==> config.mk <==
export PLATFORM = sky130hd
export DESIGN_NAME = param_cpu_data_path
export DESIGN_NICKNAME = d
export VERILOG_FILES = /design/src/rtl/param_cpu_pkg.sv /design/src/rtl/param_cpu_alu.sv /design/src/rtl/param_cpu_data_path.sv
export SDC_FILE = /design/constraint.sdc
export NUM_CORES = 1
export LEC_CHECK = 0
export BUFFER_PORTS_ARGS = -buffer_cell sky130_fd_sc_hd__buf_4
export CORE_ASPECT_RATIO = 1.2
export CORE_UTILIZATION = 60
export DETAILED_ROUTE_END_ITERATION = 10
export GPL_TIMING_DRIVEN = 1
export PLACE_DENSITY = 0.82
export SLEW_MARGIN = 5
export SYNTH_ARGS = -nofsm -noshare
export SYNTH_HDL_FRONTEND = slang
export SYNTH_SLANG_ARGS = --single-unit
==> constraint.sdc <==
create_clock -name clk -period 5.7 [get_ports clk]
set_clock_uncertainty 0.2 [all_clocks]
set_input_delay 0.285 -clock clk [delete_from_list [all_inputs] [get_ports clk]]
set_output_delay 0.285 -clock clk [all_outputs]
set_load 0.05 [all_outputs]
==> src/rtl/param_cpu_pkg.sv <==
// Shared opcode, state and field definitions for the parametrised multi-cycle CPU.
// Optional MUL support is controlled by the CPU_MUL_EN macro.
package param_cpu_pkg;

    localparam int OPC_W = 4;

    localparam logic [OPC_W-1:0] OP_NOP  = 4'd0;
    localparam logic [OPC_W-1:0] OP_LDI  = 4'd1;
    localparam logic [OPC_W-1:0] OP_ADD  = 4'd2;
    localparam logic [OPC_W-1:0] OP_SUB  = 4'd3;
    localparam logic [OPC_W-1:0] OP_AND  = 4'd4;
    localparam logic [OPC_W-1:0] OP_OR   = 4'd5;
    localparam logic [OPC_W-1:0] OP_XOR  = 4'd6;
    localparam logic [OPC_W-1:0] OP_MOV  = 4'd7;
    localparam logic [OPC_W-1:0] OP_OUT  = 4'd8;
    localparam logic [OPC_W-1:0] OP_JNZ  = 4'd9;
    localparam logic [OPC_W-1:0] OP_MUL  = 4'd10;
    localparam logic [OPC_W-1:0] OP_HALT = 4'd15;

    typedef enum logic [2:0] {
        ST_IDLE,
        ST_FETCH,
        ST_EXEC,
        ST_WB,
        ST_DONE
    } state_e;

    // Opcodes whose ALU result updates carry/zero.
    function automatic logic sets_flags(input logic [OPC_W-1:0] op);
        logic f;
        f = (op >= OP_ADD) && (op <= OP_MOV);
`ifdef CPU_MUL_EN
        if (op == OP_MUL) f = 1'b1;
`endif
        return f;
    endfunction

    function automatic logic writes_reg(input logic [OPC_W-1:0] op);
        return (op == OP_LDI) || sets_flags(op);
    endfunction

endpackage

==> src/rtl/param_cpu_alu.sv <==
// Combinational ALU for the parametrised CPU; MUL exists only when CPU_MUL_EN is defined.
module param_cpu_alu
    import param_cpu_pkg::*;
#(
    parameter int DATA_W = 8
) (
    input  logic [OPC_W-1:0]  op,
    input  logic [DATA_W-1:0] a,
    input  logic [DATA_W-1:0] b,
    output logic [DATA_W-1:0] y,
    output logic              carry
);

    logic [DATA_W:0] sum;
    assign sum = {1'b0, a} + {1'b0, b};

`ifdef CPU_MUL_EN
    logic [2*DATA_W-1:0] prod;
    assign prod = {{DATA_W{1'b0}}, a} * {{DATA_W{1'b0}}, b};
`endif

    always_comb begin
        y     = a;
        carry = 1'b0;
        case (op)
            OP_ADD: begin
                y     = sum[DATA_W-1:0];
                carry = sum[DATA_W];
            end
            OP_SUB: begin
                y     = a - b;
                carry = (a < b);
            end
            OP_AND: y = a & b;
            OP_OR:  y = a | b;
            OP_XOR: y = a ^ b;
            OP_MOV: y = b;
`ifdef CPU_MUL_EN
            OP_MUL: begin
                y     = prod[DATA_W-1:0];
                carry = |prod[2*DATA_W-1:DATA_W];
            end
`endif
            default: begin
                y     = a;
                carry = 1'b0;
            end
        endcase
    end

endmodule

==> src/rtl/param_cpu_data_path.sv <==
// Multi-cycle FETCH/EXEC/WB CPU with external combinational ROM and NUM_REGS register file.
// Build with CPU_MUL_EN defined to enable opcode 10 (MUL).
module param_cpu_data_path
    import param_cpu_pkg::*;
#(
    parameter int DATA_W     = 8,
    parameter int NUM_REGS   = 4,
    parameter int PROG_DEPTH = 16,
    localparam int RA_W = $clog2(NUM_REGS),
    localparam int PC_W = $clog2(PROG_DEPTH),
    localparam int IR_W = OPC_W + 2*RA_W + DATA_W
) (
    input  logic              clk,
    input  logic              rst_n,
    input  logic              start,
    output logic [PC_W-1:0]   instr_addr,
    input  logic [IR_W-1:0]   instr_data,
    output logic [DATA_W-1:0] result,
    output logic              result_valid,
    output logic [1:0]        flags,
    output logic              done
);

    state_e              state_q, state_d;
    logic [PC_W-1:0]     pc_q, pc_d;
    logic [IR_W-1:0]     ir_q, ir_d;
    logic [DATA_W-1:0]   alu_q, alu_d;
    logic                carry_q, carry_d;
    logic [DATA_W-1:0]   result_q, result_d;
    logic                result_valid_q, result_valid_d;
    logic [1:0]          flags_q, flags_d;
    logic                done_q, done_d;
    logic [DATA_W-1:0]   regs_q [NUM_REGS];
    logic [DATA_W-1:0]   regs_d [NUM_REGS];
    logic                reg_we;

    logic [OPC_W-1:0]  op;
    logic [RA_W-1:0]   rd, rs;
    logic [DATA_W-1:0] imm, rd_val, rs_val, alu_y;
    logic              alu_c;

    assign op     = ir_q[IR_W-1 -: OPC_W];
    assign rd     = ir_q[DATA_W+2*RA_W-1 -: RA_W];
    assign rs     = ir_q[DATA_W+RA_W-1 -: RA_W];
    assign imm    = ir_q[DATA_W-1:0];
    assign rd_val = regs_q[rd];
    assign rs_val = regs_q[rs];

    param_cpu_alu #(.DATA_W(DATA_W)) u_alu (
        .op    (op),
        .a     (rd_val),
        .b     (rs_val),
        .y     (alu_y),
        .carry (alu_c)
    );

    always_comb begin
        state_d        = state_q;
        pc_d           = pc_q;
        ir_d           = ir_q;
        alu_d          = alu_q;
        carry_d        = carry_q;
        result_d       = result_q;
        result_valid_d = 1'b0;
        flags_d        = flags_q;
        done_d         = done_q;
        reg_we         = 1'b0;
        case (state_q)
            ST_IDLE, ST_DONE: begin
                if (start) begin
                    state_d = ST_FETCH;
                    pc_d    = '0;
                    done_d  = 1'b0;
                end
            end
            ST_FETCH: begin
                ir_d    = instr_data;
                state_d = ST_EXEC;
            end
            ST_EXEC: begin
                alu_d   = (op == OP_LDI) ? imm : alu_y;
                carry_d = alu_c;
                // OUT is registered here so the valid pulse lands in the WB cycle.
                if (op == OP_OUT) begin
                    result_d       = rd_val;
                    result_valid_d = 1'b1;
                end
                state_d = ST_WB;
            end
            ST_WB: begin
                if (op == OP_HALT) begin
                    state_d = ST_DONE;
                    done_d  = 1'b1;
                end else begin
                    reg_we = writes_reg(op);
                    if (sets_flags(op)) flags_d = {carry_q, (alu_q == '0)};
                    if ((op == OP_JNZ) && (rd_val != '0)) pc_d = imm[PC_W-1:0];
                    else                                  pc_d = pc_q + PC_W'(1);
                    state_d = ST_FETCH;
                end
            end
            default: state_d = ST_IDLE;
        endcase
    end

    for (genvar gi = 0; gi < NUM_REGS; gi++) begin : g_regs
        assign regs_d[gi] = (reg_we && (rd == RA_W'(gi))) ? alu_q : regs_q[gi];

        always_ff @(posedge clk or negedge rst_n) begin
            if (!rst_n) regs_q[gi] <= '0;
            else        regs_q[gi] <= regs_d[gi];
        end
    end

    always_ff @(posedge clk or negedge rst_n) begin
        if (!rst_n) begin
            state_q        <= ST_IDLE;
            pc_q           <= '0;
            ir_q           <= '0;
            alu_q          <= '0;
            carry_q        <= 1'b0;
            result_q       <= '0;
            result_valid_q <= 1'b0;
            flags_q        <= '0;
            done_q         <= 1'b0;
        end else begin
            state_q        <= state_d;
            pc_q           <= pc_d;
            ir_q           <= ir_d;
            alu_q          <= alu_d;
            carry_q        <= carry_d;
            result_q       <= result_d;
            result_valid_q <= result_valid_d;
            flags_q        <= flags_d;
            done_q         <= done_d;
        end
    end

    assign instr_addr   = pc_q;
    assign result       = result_q;
    assign result_valid = result_valid_q;
    assign flags        = flags_q;
    assign done         = done_q;

endmodule

# After elaboration in Yosys (flattened, before gate mapping)
# Cells that the tools add are included.
[op_classes]
n_addsub = 3
n_reduce_logical = 17
n_eq_ne = 20
n_lt_le_gt_ge = 5
mux = 23
bitwise_logic = 6
[op_table]
columns = ["operator", "n"]
rows = [
  ["$pmux W8 S6", 1],
  ["$mux W8", 5],
  ["$bmux W8 S2", 2],
  ["$eq A4 B3 Y1 const B", 4],
  ["$eq A4 B4 Y1 const B", 3],
  ["$mux W4", 3],
  ["$pmux W3 S4", 1],
  ["$add A8 B8 Y9", 1],
  ["$reduce_and A3 Y1", 3],
  ["$and A8 B8 Y8", 1],
  ["$eq A4 B2 Y1 const B", 2],
  ["$logic_not A8 Y1", 1],
  ["$lt A8 B8 Y1", 1],
  ["$or A8 B8 Y8", 1],
  ["$pmux W4 S2", 1],
  ["$reduce_bool A8 Y1", 1],
  ["$sub A8 B8 Y8", 1],
  ["$xor A8 B8 Y8", 1],
  ["$eq A3 B2 Y1 const B", 2],
  ["$ge A3 B3 Y1 const B", 2],
  ["$logic_and A1 B1 Y1", 6],
  ["$mux W1", 6],
  ["$mux W3", 2],
  ["$ne A2 B2 Y1 const B", 3],
  ["17 further kinds", 20],
]
[totals]
out_inout_bits = 16
word_cells = 87
ff_bits = 76
inputBits = 19

# Depth between registers and ports, before layout
[depth]
depth_word = 9
ltp_mapped = 12
ltp_nobuf = 11

# By module
# From an unflattened synthesis, not the netlist that was laid out.
[unflattened]
cells_unflattened = 420
hier_area_um2 = 4767.1
[by_module_without_submodules]
columns = ["mod", "cells_each", "seq_area_each_um2", "n_inst", "area_each_um2"]
rows = [
  ["param_cpu_data_path", 237, 1901.8, 1, 3464.6],
  ["param_cpu_alu", 183, 0.0, 1, 1302.5],
]

# Worst setup path before layout
# No wires, ideal clock.
[synth_timing]
path_type = "register -> register"
from = "reg ir_q[10]"
to = "reg alu_q[4]"
stages_incl_launch_ff = 13
synth_period_minus_slack_ns = 2.994
arrival_time_ns = 2.729
setup_ns = 0.065
path_slack_ns = 2.706
n_path_buf = 1
required_ns = 5.435
cell_sequence = "dfrtp_1 -> buf_6 -> mux4_2 -> inv_1 -> ha_1 -> inv_1 -> fa_1 -> a21oi_1 -> o21a_1 -> a221o_1 -> a21oi_1 -> o311ai_0 -> o21a_1"
[synth_via]
elab_chain_len = 7
word_cells_on_any_way = 11
classes_between = "2 x add/sub; 5 x mux; 4 x bitwise"
[synth_lines]
columns = ["element", "line_no", "rtl"]
rows = [
  ["start, declared", "param_cpu_data_path.sv:26", "logic [IR_W-1:0] ir_q, ir_d;"],
  ["start signal, assigned", "param_cpu_data_path.sv:129", "ir_q <= ir_d;"],
  ["$not A2 Y3 (implied by the code) *", "param_cpu_data_path.sv:46", "assign rd_val = regs_q[rd];"],
  ["$bmux W8 S2 *", "param_cpu_data_path.sv:46", ""],
  ["$mux W8 (implied by the code) * (2 in series)", "param_cpu_data_path.sv:46", ""],
  ["via rd_val[0]", "param_cpu_data_path.sv:39", "logic [DATA_W-1:0] imm, rd_val, rs_val, alu_y;"],
  ["$sub A8 B8 Y8 / $add A8 B8 Y9 (equally long branches)", "param_cpu_alu.sv:31, param_cpu_alu.sv:15", ""],
  ["$pmux W8 S6 *", "param_cpu_alu.sv:25", "case (op)"],
  ["$mux W8 *", "param_cpu_data_path.sv:81", "alu_d = (op == OP_LDI) ? imm : alu_y;"],
  ["end signal, assigned", "param_cpu_data_path.sv:130", "alu_q <= alu_d;"],
  ["end, declared", "param_cpu_data_path.sv:27", "logic [DATA_W-1:0] alu_q, alu_d;"],
]
# The timed path passes the listed nets; every way through them passes the cells marked *. The select of a mux whose other input is x is not followed.
# A chain may end at the register's enable or synchronous reset.

# Worst setup path in the final report
# Ends and elaborated chain as after synthesis.

==> summary.txt <==
Portion of the clock cycle consumed by the worst path in the final layout = 63.0%
Overall overflow remaining after global route = 0
DR iter-0 viols = 313
Proportion of layout cells with a drive suffix above 1 = 23.1%
Largest family of logic cells by synthesized area = multiplexers
Final number of hold-violating endpoints = 0
Post-synthesis sequential element count = 76
Internal reg-to-reg setup slack = 2.11 ns
Area share of the largest cell type after synthesis = 40.0%
Avg Synthesized Cell Area = 10.7 um2
Crit path arrival time = 3.70 ns
Most instantiated flip-flop cell in the synthesis netlist = dfrtp_1
Largest fanout of any net on the critical path = 13
Number of CTS-inserted buffers = 9
Final Instance Count excl. Fillers = 581
Area fraction in compound gates after synthesis = 14.2%
Routed length per instance = 20.6 um
Pin count of the biggest net entering global routing = 77
Number of antenna violations at the first check in global routing = 0
Endpoint required time on the critical path = 5.81 ns
Crit. End Element = flop
Floorplan die height = 99.5 um
Global placement routability congestion = 0.977
Count of H-tree levels built during CTS = 3
Clk root buf = clkbuf_8
Post-synthesis mux area share = 20.2%
Post-placement cell area = 5040 um2
Seq. cell area = 1900 um2
Worst relative slew slack = 36.1%
Final Max Tran Viols = 0
Number of nets in the synthesized netlist = 491
Sink Count = 76
Router iterations before antenna repair = 5
Fill cell count = 533
Number of buffers inserted to repair setup after CTS = 0
Detailed-route wire length = 12000 um
Async set-reset flop share out of synthesis = 100%
Vias in the first global route = 3877
Setup Crit Path Kind = reg -> reg
Share of synthesized cell area in and, or, nand and nor gates = 12.0%
Transition time at the pin with the least slew margin = 0.949 ns
Number of port buffers = 34
DPL Wire Length = 8340 um
Vias per cell = 6.60
Post_cts resized = 0
Cell types with the largest area share after synthesis = dfrtp_1 40%, mux2_2 11%, ha_1 7.1%
Die footprint = 8280 um2
X dimension of the die = 83.3 um
Distinct cell type count of the synthesized netlist = 56
Number of nets in the finished design = 532
Sequential share of the synthesized area = 40.0%
Total number of yosys warnings = 0
Placeable core region = 7660 um2
Final core utilization = 70.7%
CTS tree = yes
Initial cell density of the core = 62.0%
Overall track demand over capacity in global routing = 31.1%
Worst min path class = in -> reg
Diode insertion count for antenna repair = 0
Total standard cell area after synthesis = 4750 um2
Area share of fa/ha/maj cells after synthesis = 7.95%
Sum of negative setup slack = 0 ns
Parity-gate share of the synthesized area counting xor and xnor cells = 0.921%
Post-route ant nets = 0
First-pass GRT wire length = 19900 um
Fmax = 278 MHz
Footprint of the multi-input gates = 2640 um2
Cell Rows = 35
Max-cap viol count = 0
Clock slew seen by the registers of the worst setup and hold paths = 0.09 ns
Post-CTS Hold Buffers = 17
Via count = 3833
Post-route DRC violation count = 0
Cells after Synth = 443
Number of enable-type register cells in the synthesized netlist = 0
RSZ-0062 raised after global routing = false
# IOs = 35
Final Instance Area = 5420 um2
Area added between synthesis and finish = 14.0%
Setup-failing EPs final = 0
Dpl cells = 548
Worst-skew pair later-pin latency = 0.37 ns
Cell type contributing the most total cell area after synthesis = dfrtp_1
Category of the worst setup path launch point = flop
Tmin final = 3.59 ns
Maximum number of buffers from clock root to sink = 2
Result of the run = completed
-- cell type report --
class / instances / share of cell area, %
Timing Repair Buffer: 53 / 8.13
Sequential cell: 76 / 35.1
Tap cell: 92 / 2.12
Clock buffer: 9 / 2.29
Inverter: 31 / 2.15
Clock inverter: 7 / 1.52
Multi-Input combinational cell: 313 / 48.7
-- sequential cells by signal, summed over array words and instances, names as in the netlist --
| register | cells |
|---|---|
| alu_q | 8 |
| state_q | 3 |
| instr_addr | 4 |
| result | 8 |
| carry_q | 1 |
| ir_q | 16 |
| done | 1 |
| result_valid | 1 |
| regs_q | 32 |
| flags | 2 |
-- placed cells by master (no fill, tap or decap), types with 3 or more instances in the layout --
cell type,n
a21oi_1,23
a221oi_1,5
a31oi_1,5
and3_1,3
buf_4,36
clkbuf_8,9
dfrtp_1,76
dlygate4sd3_1,17
ha_1,27
inv_1,31
mux2_2,46
mux4_1,11
mux4_2,6
nand2_1,41
nand2b_1,4
nand3_1,11
nand4_1,3
nor2_1,22
nor2b_1,5
nor3_1,4
nor3b_1,3
nor3b_2,3
nor4_1,3
o211ai_1,4
o21a_1,3
o21ai_0,27
o21ai_1,4
o21bai_1,3
o22ai_1,3
xnor2_1,3
-- path summary, 6_finish.rpt --
path | startpoint | cells past startpoint | end
setup / recovery | ir_q[10]$_DFFE_PN0P_ | 11 | alu_q[4]$_DFFE_PN0P_
hold / removal | start | 3 | state_q[0]$_DFFE_PN0P_
setup reg to reg | ir_q[10]$_DFFE_PN0P_ | 11 | alu_q[4]$_DFFE_PN0P_
hold reg to reg | result[0]$_DFFE_PN0P_ | 2 | result[0]$_DFFE_PN0P_
max in group asynchronous | rst_n | 2 | regs_q[11]$_DFFE_PN0P_
min in group asynchronous | rst_n | 2 | done$_DFFE_PN0P_
-- synth_stat cells (5+ instances only) --
library cell and number:
a21oi_1 23, nor2b_1 5, o21ai_0 27, mux4_1 11
mux2_2 46, dfrtp_1 76, ha_1 27, inv_1 31
nand3_1 11, mux4_2 6, clkbuf_1 16, nand2_1 41
nor2_1 22, a221oi_1 5, a31oi_1 5
-- cells by family (layout without fill, tap and decap cells) --
| group | count (synthesis) | in the layout |
|---|---|---|
| AND/OR/NAND/NOR | 111 | 111 |
| multiplexers | 65 | 65 |
| AO/OA/AOI/OAI | 103 | 103 |
| adder cells (fa/ha/maj) | 29 | 29 |
| XOR/XNOR | 5 | 5 |
| flip-flops | 76 | 76 |
| buffers and inverters | 54 | 100 |
-- metal layers --
| layer | global-route usage (%) | routed length [um] | up-vias |
|---|---|---|---|
| met5 | 0 | 0 | - |
| met4 | 12.5 | 333 | 0 |
| met3 | 4.73 | 795 | 35 |
| met2 | 53.2 | 6050 | 188 |
| met1 | 39.9 | 4790 | 1903 |
| li1 | - | - | 1707 |
-- critical path, stage by stage (launching register included) --
cell      delay [ns]
dfrtp_1         0.72
mux4_2          0.67
inv_1           0.15
ha_1            0.19
inv_1           0.06
fa_1            0.40
a21oi_1         0.22
o21a_1          0.20
a221o_1         0.16
a21oi_1         0.06
o311ai_0        0.33
o21a_1          0.18
-- metrics by stage --
| step | hold slack, ns | setup slack, ns |
|---|---|---|
| after CTS | 0.0167 | 2.15 |
| after floorplan | -0.211 | 2.71 |
| after global routing | 0.0350 | 1.84 |
| after global placement | 0.265 | 2.25 |
| after detailed placement | 0.280 | 2.14 |
| final | 0.0248 | 2.11 |
Power is not shown: default switching activity piles up to over one toggle a cycle in this logic, so the estimate is an artifact.
